[src/rtl/counter_arbiter.sv]
// rtl/counter_arbiter.sv - two-requester round-robin command arbiter for a shared up/down/load counter
//
// Purpose:
//   Accepts INC/DEC/LD/NOP commands from requesters A and B, picks one per
//   four-cycle transaction (IDLE -> GRANT -> EXEC -> DONE), latches its
//   operands and drives one command strobe to the external counter register.
//
// Optional feature:
//   CNT_ARB_SAT_EN - when defined, INC at all-ones and DEC at zero are
//   suppressed in EXEC and reported on sat instead of strobing.
//
// Ports:
//   clk            clock, rising edge
//   rst            synchronous active-low reset
//   req_a/op_a/din_a  requester A request, opcode (00 NOP 01 INC 10 DEC 11 LD), load value
//   req_b/op_b/din_b  requester B, same meaning
//   count          current counter register value
//   inc/dec/ld     command strobes to the counter register (EXEC only)
//   in             load value to the counter register (latched din in EXEC, else 0)
//   gnt_a/gnt_b    one-cycle grant pulse (GRANT state)
//   done_a/done_b  one-cycle completion pulse (DONE state)
//   busy           high in every state except IDLE
//   sat            one-cycle pulse when a command is suppressed by saturation

module counter_arbiter #(
  parameter int WIDTH = 6
) (
  input  logic             clk,
  input  logic             rst,
  input  logic             req_a,
  input  logic [1:0]       op_a,
  input  logic [WIDTH-1:0] din_a,
  input  logic             req_b,
  input  logic [1:0]       op_b,
  input  logic [WIDTH-1:0] din_b,
  input  logic [WIDTH-1:0] count,
  output logic             inc,
  output logic             dec,
  output logic             ld,
  output logic [WIDTH-1:0] in,
  output logic             gnt_a,
  output logic             gnt_b,
  output logic             done_a,
  output logic             done_b,
  output logic             busy,
  output logic             sat
);

  localparam logic [1:0] S_IDLE  = 2'd0;
  localparam logic [1:0] S_GRANT = 2'd1;
  localparam logic [1:0] S_EXEC  = 2'd2;
  localparam logic [1:0] S_DONE  = 2'd3;

  localparam logic [1:0] OP_NOP = 2'b00;
  localparam logic [1:0] OP_INC = 2'b01;
  localparam logic [1:0] OP_DEC = 2'b10;
  localparam logic [1:0] OP_LD  = 2'b11;

`ifdef CNT_ARB_SAT_EN
  localparam logic SAT_EN = 1'b1;
`else
  localparam logic SAT_EN = 1'b0;
`endif

  logic [1:0]       r_state;
  logic             r_ptr_b;   // 1: B holds priority when both request
  logic             r_win_b;   // 1: current transaction belongs to B
  logic [1:0]       r_op;
  logic [WIDTH-1:0] r_din;

  logic             w_win_b;
  logic             w_exec;
  logic             w_sat_hit;
  logic             w_sup;

  // A lone requester always wins; on contention the pointer decides.
  assign w_win_b = req_b & (~req_a | r_ptr_b);

  always_ff @(posedge clk) begin
    if (!rst) begin
      r_state <= S_IDLE;
      r_ptr_b <= 1'b0;
      r_win_b <= 1'b0;
      r_op    <= OP_NOP;
      r_din   <= '0;
    end else begin
      case (r_state)
        S_IDLE: begin
          if (req_a || req_b) begin
            r_state <= S_GRANT;
            r_win_b <= w_win_b;
            r_op    <= w_win_b ? op_b  : op_a;
            r_din   <= w_win_b ? din_b : din_a;
          end
        end
        S_GRANT: r_state <= S_EXEC;
        S_EXEC:  r_state <= S_DONE;
        S_DONE: begin
          r_state <= S_IDLE;
          r_ptr_b <= ~r_win_b;
        end
        default: r_state <= S_IDLE;
      endcase
    end
  end

  assign w_exec = (r_state == S_EXEC);

  // Saturation is evaluated against the live count during EXEC; it is only
  // acted on when the feature is built in.
  assign w_sat_hit = ((r_op == OP_INC) && (count == {WIDTH{1'b1}})) ||
                     ((r_op == OP_DEC) && (count == {WIDTH{1'b0}}));
  assign w_sup     = SAT_EN & w_exec & w_sat_hit;

  assign inc    = w_exec & (r_op == OP_INC) & ~w_sup;
  assign dec    = w_exec & (r_op == OP_DEC) & ~w_sup;
  assign ld     = w_exec & (r_op == OP_LD);
  assign in     = w_exec ? r_din : '0;
  assign sat    = w_sup;

  assign gnt_a  = (r_state == S_GRANT) & ~r_win_b;
  assign gnt_b  = (r_state == S_GRANT) &  r_win_b;
  assign done_a = (r_state == S_DONE)  & ~r_win_b;
  assign done_b = (r_state == S_DONE)  &  r_win_b;
  assign busy   = (r_state != S_IDLE);

endmodule

[config.mk]
export PLATFORM = sky130hd
export DESIGN_NAME = counter_arbiter
export DESIGN_NICKNAME = d
export VERILOG_FILES = /design/src/rtl/counter_arbiter.sv
export SDC_FILE = /design/constraint.sdc
export NUM_CORES = 1
export LEC_CHECK = 0
export CORE_UTILIZATION = 39
export DETAILED_ROUTE_END_ITERATION = 16
export HOLD_SLACK_MARGIN = 0.15
export PLACE_DENSITY_LB_ADDON = 0.08
export RECOVER_POWER = 50
export SLEW_MARGIN = 20
export SYNTH_ARGS = -nofsm -noshare
export SYNTH_HDL_FRONTEND = slang
export SYNTH_SLANG_ARGS = --single-unit
[constraint.sdc]
create_clock -name clk -period 2.8 [get_ports clk]
set_input_delay 0.7 -clock clk [delete_from_list [all_inputs] [get_ports clk]]
set_output_delay 0.7 -clock clk [all_outputs]
set_load 0.01 [all_outputs]
# [Yosys cells after proc, flatten, opt, wreduce, memory -nomap -nowiden]
# Cells that the tools add are included.
[classes] muxes=5 n_reduce_logical=4 bitwise_logic=11 n_eq_ne=7
[ops] op="2-to-1 mux 6 bit" n=2
[ops] op="bitwise AND 1 bit" n=8
[ops] op="== test 2 bit, second input constant" n=4
[ops] op="one-hot mux 2 bit (4 select lines)" n=1
[ops] op="== test 2 x 1 -> 1 bit, second input constant" n=2
[ops] op="2-to-1 mux 2 bit" n=2
[ops] op="zero test 2 bit" n=1
[ops] op="!= test 2 bit, second input constant" n=1
[ops] op="inverter 1 bit" n=2
[ops] op="AND reduction 2 bit" n=1
[ops] op="nonzero test 2 bit" n=1
[ops] op="logical OR 1 bit" n=1
[ops] op="OR 1 bit" n=1
[totals] elab_cells=32 regBits=12

# [Longest topological paths before layout]
[depth] ltp_word=4 mapped_depth=6 mapped_depth_nobuf=5

# [Least setup slack after synthesis]
# Ideal clock, no wire load.
[synth_path] kind="reg-to-output" start="register r_state[0]" end="output ld" path_stages_with_launch=4 required_time_ns=2.100 n_path_buf=0 arrival_time_ns=0.857 setup_slack_ns=1.243 cell_sequence="dfxtp_1 > inv_1 > ha_1 > and3_1"
[synth_between] elab_chain_len=2
[synth_lines] item="from (decl)" line_no="65" text="logic [1:0] r_state;"
[synth_lines] item="from (signal assigned)" line_no="81" text="r_state <= S_IDLE;"
[synth_lines] item="from (signal assigned)" line_no="90" text="r_state <= S_GRANT;"
[synth_lines] item="from (signal assigned)" line_no="96" text="S_GRANT: r_state <= S_EXEC;"
[synth_lines] item="== test 2 bit" line_no="107" text="assign w_exec = (r_state == S_EXEC);"
[synth_lines] item="bitwise AND 1 bit" line_no="117" text="assign ld = w_exec & (r_op == OP_LD);"
[synth_lines] item="to (decl)" line_no="39" text="output logic ld,"
# No other way between the ends.

# [Worst setup path after layout]
[layout_path] start="register r_state[0]" end="output in[5]"
[layout_between] elab_chain_len=2
[layout_lines] item="== test 2 bit" line_no="107"
[layout_lines] item="2-to-1 mux 6 bit" line_no="118" text="assign in = w_exec ? r_din : '0;"
[layout_lines] item="to (decl)" line_no="40" text="output logic [WIDTH-1:0] in,"
# No other way between the ends.

==> impl_metrics.env <==
export IMPL_p_per_area_nw_per_um2=710.8
export IMPL_start_kind="flop"
export IMPL_synthTopCellsByCount="o21ai_0, dfxtp_1, and2_1"
export IMPL_hp_start="r_din[2]"
export IMPL_crit_buf_inv=2
export IMPL_synth_nets=119
export IMPL_pre_cts_slack_ns=0.5832
export IMPL_postCtsSetupBuffers=0
export IMPL_io_pins=41
export IMPL_async_reset_ff_frac=0
export IMPL_crit_chain="inv_1 -> ha_1 -> and2_1 -> clkdlybuf4s50_1"
export IMPL_path_depth=4
export IMPL_ir_drop_mv=0.4522
export IMPL_arrival_ns=1.75
export IMPL_cts_buffer_depth=2
export IMPL_first_pass_iters=10
export IMPL_ant_nets=0
export IMPL_cts_resized_gates=0
export IMPL_yosysMostFrequentCell="o21ai_0"
export IMPL_die_width_um=44.16
export IMPL_min_delay_path_depth=2
export IMPL_area_delta_synth_final_pct=52.53
export IMPL_hold_path_class="flop to flop"
export IMPL_hold_buffers=0
export IMPL_port_buffers=33
export IMPL_clk_latency_ns=0.28
export IMPL_critPathKind="flop to output pin"
export IMPL_synth_seq_cells=12
export IMPL_r2r_end="r_win_b"
export IMPL_clkTransAtPathRegs_ns=0.08
export IMPL_antennaDiodeCount=0
export IMPL_drtIter0Drc=14
export IMPL_min_period_over_period=0.8734
export IMPL_yosysUniqueCellTypes=24
export IMPL_crit_fanout=6
export IMPL_floorplan_die_area_um2=1950
export IMPL_hpwl_mm=1.340
export IMPL_synth_area_per_cell_um2=7.877
export IMPL_tritoncts="yes"
export IMPL_drv_slew=0
export IMPL_slew_headroom=0.6524
export IMPL_yosys_warnings=0
export IMPL_num_vias=763
export IMPL_ff2ff_setup_slack_ns=1.16
export IMPL_initial_core_util=0.4397
export IMPL_synth_top_area_share=0.3466
export IMPL_yosysTopAreaCell="dfxtp_1"
export IMPL_synth_cells=88
export IMPL_p_leak_nw=0.4141
export IMPL_cts_root_buffer="clkbuf_4"
export IMPL_drive_above_1_share=0.04132
export IMPL_status="finished with violations"
export IMPL_hold_viol=0
export IMPL_grt_pass1_vias=717
export IMPL_route_detailed_wl_per_inst_um=14.19
export IMPL_grt_overflow_total=0
export IMPL_slowest_stage="clkdlybuf4s50_1"
export IMPL_drv_cap=0
export IMPL_die_h_um=44.16
export IMPL_rows=14
export IMPL_fillers=144
export IMPL_grt_pass1_wl_mm=3.215
export IMPL_skew_ns=0.006626
export IMPL_seq_area_frac_synth=0.3466
export IMPL_syn_area_um2=693.2
export IMPL_drt_wl_total_mm=1.944
export IMPL_period_minus_slack_ns=2.446
export IMPL_rsz0062_at_grt="no"
export IMPL_drc=3
export IMPL_grt_usage=0.2269
export IMPL_placeableCoreArea_um2=1577
export IMPL_required_ns=2.10
export IMPL_numCtsBuffers=3
export IMPL_htreeDepth=1
export IMPL_synth_top_cells_by_area="dfxtp_1, o21ai_0, ha_1"
export IMPL_setup_ws_ns=0.3544
export IMPL_synth_enable_flop_cells=0
export IMPL_avgViaCountPerCell=5.569
export IMPL_hold_end="r_din[2]"
export IMPL_antenna_found_initial=0
export IMPL_setup_viol_count_final=0
export IMPL_grt_max_degree=18
export IMPL_max_freq_mhz=408.9
export IMPL_worstMarginPinSlew_ns=0.5215
export IMPL_r2r_cells=5
export IMPL_slowest_delay_ns=0.47
export IMPL_worst_path_dominant_cell_family="buffers and inverters"
export IMPL_clkSinkCount=12
export IMPL_worstSetupEndpointType="output pin"
export IMPL_setup_tns_ns=0
export IMPL_failed_checks="DRC"
export IMPL_gp_congestion=0.6705
export IMPL_synth_flop_cell="dfxtp_1"
export IMPL_r2r_start="r_state[0]"
export IMPL_nNetsFinal=153
## metal layers
layer / up-vias / routed length [um] / track usage
li1: 374 / - / -
met1: 355 / 831 / 0.2601
met2: 30 / 925 / 0.3882
met3: 4 / 155 / 0.08163
met4: 0 / 32 / 0.07879
met5: - / 0 / 0
## through the flow
step	instance area (um^2)	hold slack (ns)	util	total power, mW	instances
5_1_grt	1057	0.6001	0.6706	0.8189	137
3_5_place_dp	1025	0.5422	0.6500	0.6160	133
6_report	1057	0.5468	0.6706	0.7515	137
3_3_place_gp	1025	0.5361	0.6500	0.6055	133
2_1_floorplan	693.2	0.5076	-	0.4747	88
4_1_cts	1061	0.5528	0.6730	0.7608	137
## how the worst max path moves through the flow
stage | slack, ns | to | start
5_1_grt | 0.24 | in[4] | r_state[0]
6_report | 0.35 | in[5] | r_state[0]
3_3_place_gp | 0.60 | r_win_b | req_a
2_1_floorplan | 1.24 | ld | r_state[0]
4_1_cts | 0.34 | in[5] | r_state[0]
3_5_place_dp | 0.58 | r_win_b | req_a
## cells by family after synthesis
| logic type | Yosys count | synth area share |
|---|---|---|
| adders and majority gates | 5 | 0.09025 |
| and+or+nand+nor | 29 | 0.2347 |
| AOI/OAI and AO/OA | 31 | 0.2581 |
| buffers and inverters | 10 | 0.06496 |
| DFF | 12 | 0.3466 |
| other | 1 | 0.005410 |
## worst reg2reg max path, stage by stage (launching register included)
cell,delay [ns]
dfxtp_1,0.36
inv_1,0.12
ha_1,0.23
o21a_1,0.47
o32ai_1,0.18
and2_0,0.18
## sequential cells by signal (all words and copies together), names as in the netlist
name     count
r_op         2
r_state      2
r_din        6
r_ptr_b      1
r_win_b      1
## cells in the final DEF (no fill, tap or decap), types with 3 or more instances in the layout
| cell | Yosys | final |
|---|---|---|
| nor2b_1 | 3 | 3 |
| a31oi_1 | 8 | 8 |
| inv_1 | 4 | 4 |
| and2_1 | 9 | 8 |
| clkbuf_4 | 0 | 3 |
| o21ai_0 | 17 | 17 |
| ha_1 | 5 | 5 |
| dlygate4sd3_1 | 0 | 3 |
| clkdlybuf4s50_1 | 0 | 30 |
| nand3_1 | 8 | 8 |
| dfxtp_1 | 12 | 12 |
## power breakdown
| group | internal, mW | switching (mW) | total [mW] |
|---|---|---|---|
| logic | 0.162 | 0.177 | 0.339 |
| registers | 0.230 | 0.0410 | 0.271 |
| clock network | 0.0791 | 0.0620 | 0.141 |
## area by class of cell
type,count,area (um^2),area share
inverters,5,18.77,0.01775
clock buffers,4,36.28,0.03432
flip-flops and latches,12,240.2,0.2272
multi-input cells,66,407.9,0.3858
repair buffers,34,334.1,0.3160
well taps,16,20.02,0.01893
No activity file was read; power rests on OpenSTA's default activity.
==> variant: new RTL, same flow settings <==
Change the parameter `WIDTH` from 6 to 7.
--- a/src/rtl/counter_arbiter.sv
+++ b/src/rtl/counter_arbiter.sv
@@ -24,5 +24,5 @@
 
 module counter_arbiter #(
-  parameter int WIDTH = 6
+  parameter int WIDTH = 7
 ) (
   input  logic             clk,
Interface: changed (resized count, din_a, din_b and in); port bits go from 41 to 45. No check against the original RTL was run, so the function may have changed too.
==> variant against the unedited design <==
Final area is 7.7% higher; count of clock-buffer cells in the layout stayed put; worst setup slack better by 0.013 ns; via count is 6.2% higher; non-clock buffer count is 3 higher; wire length is 5.3% lower; utilization is 2.5 points lower; power is 1.3% higher; critical path type unchanged; critical endpoint unchanged; cell count is 13% higher; area after synthesis is 8.5% higher; sequential cell count is 1 higher; clock power is 16% lower; largest power group unchanged.
==> variant: results <==
set metrics [dict create \
    status "finished clean" \
    synth-main-ff-cell "dfxtp_1" \
    fin_cells 155 \
    drt-initial-drc-count 13 \
    drt_first_pass_iters 4 \
    hpwl_mm 1.35 \
    syn-num-nets 130 \
    grt_antenna_before_repair 0 \
    layout.nets 165 \
    placed_area_mm2 0.00111 \
    synthCells 96 \
    synth_seq_area_share_pct 34.6 \
    wl_met1_um 827 \
    synth_area_leaders "dfxtp_1, o21ai_0, and2_1" \
    worstPathMaxFanout 7 \
    grt_pass1_vias 721 \
    met3WireLength_um 128 \
    leakagePower_uw 0.000439 \
    arrival_ns 1.73 \
    drive_gt1_share_pct 3.85 \
    min_path_type "reg -> reg" \
    skew_ns 0.00134 \
    max-cap-violations 0 \
    vias 810 \
    max_stage_delay_ns 0.53 \
    cts_made_buffers 3 \
    gp_congestion 0.721 \
    netlist_top_cells_count "o21ai_0, dfxtp_1, and2_1, a31oi_1, nand3_1" \
    portBuffers 36 \
    top_regs "r_din (7), r_op (2), r_state (2)" \
    grt_max_degree 20 \
    cts_resized 0 \
    dr_wl_met2_um 885 \
    track_usage_pct 20.7 \
    cts.path.max_buffers 2 \
    slew_headroom_pct 60.1 \
    fill_cells 175 \
    wl_per_cell_um 11.9 \
    dp.cells 151 \
    grt_pass1_wl_mm 3.14 \
    peakVddDrop_mv 0.334 \
    highest_layer "met3" \
    ys_warn_count 0 \
    crit_family "buffers and inverters" \
]
[variant: path summary, 6_finish.rpt]
path,start,end,slack [ns],cells after the start
worst max-delay path,r_state[0],in[5],0.37,4
worst min-delay path,r_din[4],r_din[4],0.55,2
worst max register to register,r_state[0],r_win_b,1.19,5
worst min register to register,r_din[4],r_din[4],0.55,2
[variant: final cells by class]
cell class / count / share of cell area (%)
clock buffer: 4 / 2.31
inverter: 5 / 1.65
multi-input combinational: 71 / 38.1
sequential: 13 / 22.9
tap: 25 / 2.75
timing repair buffer: 37 / 32.3
[variant: routing by layer]
metal  vias up  global-route usage (%)
li1        403                       -
met1       373                    26.6
met3         0                    6.35
met2        34                    34.1
met4         0                    3.53
met5         -                       0
[variant: tightest hold or removal path, delay by kind of cell, from the launching register on]
family             cells  cell delay [ns]
DFF                    1             0.31
AOI/OAI and AO/OA      2             0.19
[variant: cells by family (layout without fill, tap and decap cells)]
family	count (synthesis)	in the layout	synth area share [%]
compound gates	34	34	26.0
simple gates	31	31	23.0
flops	13	13	34.6
buf+inv	12	46	7.65
fa+ha+maj	5	5	8.32
other cells	1	1	0.499
[variant: power by group]
group	internal (µW)	total, µW	switching, µW
clock network	55.2	118	62.8
logic	173	354	181
registers	249	289	40.1
[variant: per-stage QoR]
step / util, % / hold slack [ns] / setup WS (ns)
2_1_floorplan: - / 0.508 / 1.24
3_3_place_gp: 63.0 / 0.537 / 0.525
3_5_place_dp: 63.0 / 0.541 / 0.531
4_1_cts: 64.5 / 0.557 / 0.335
5_1_grt: 64.5 / 0.571 / 0.227
6_report: 64.5 / 0.548 / 0.368
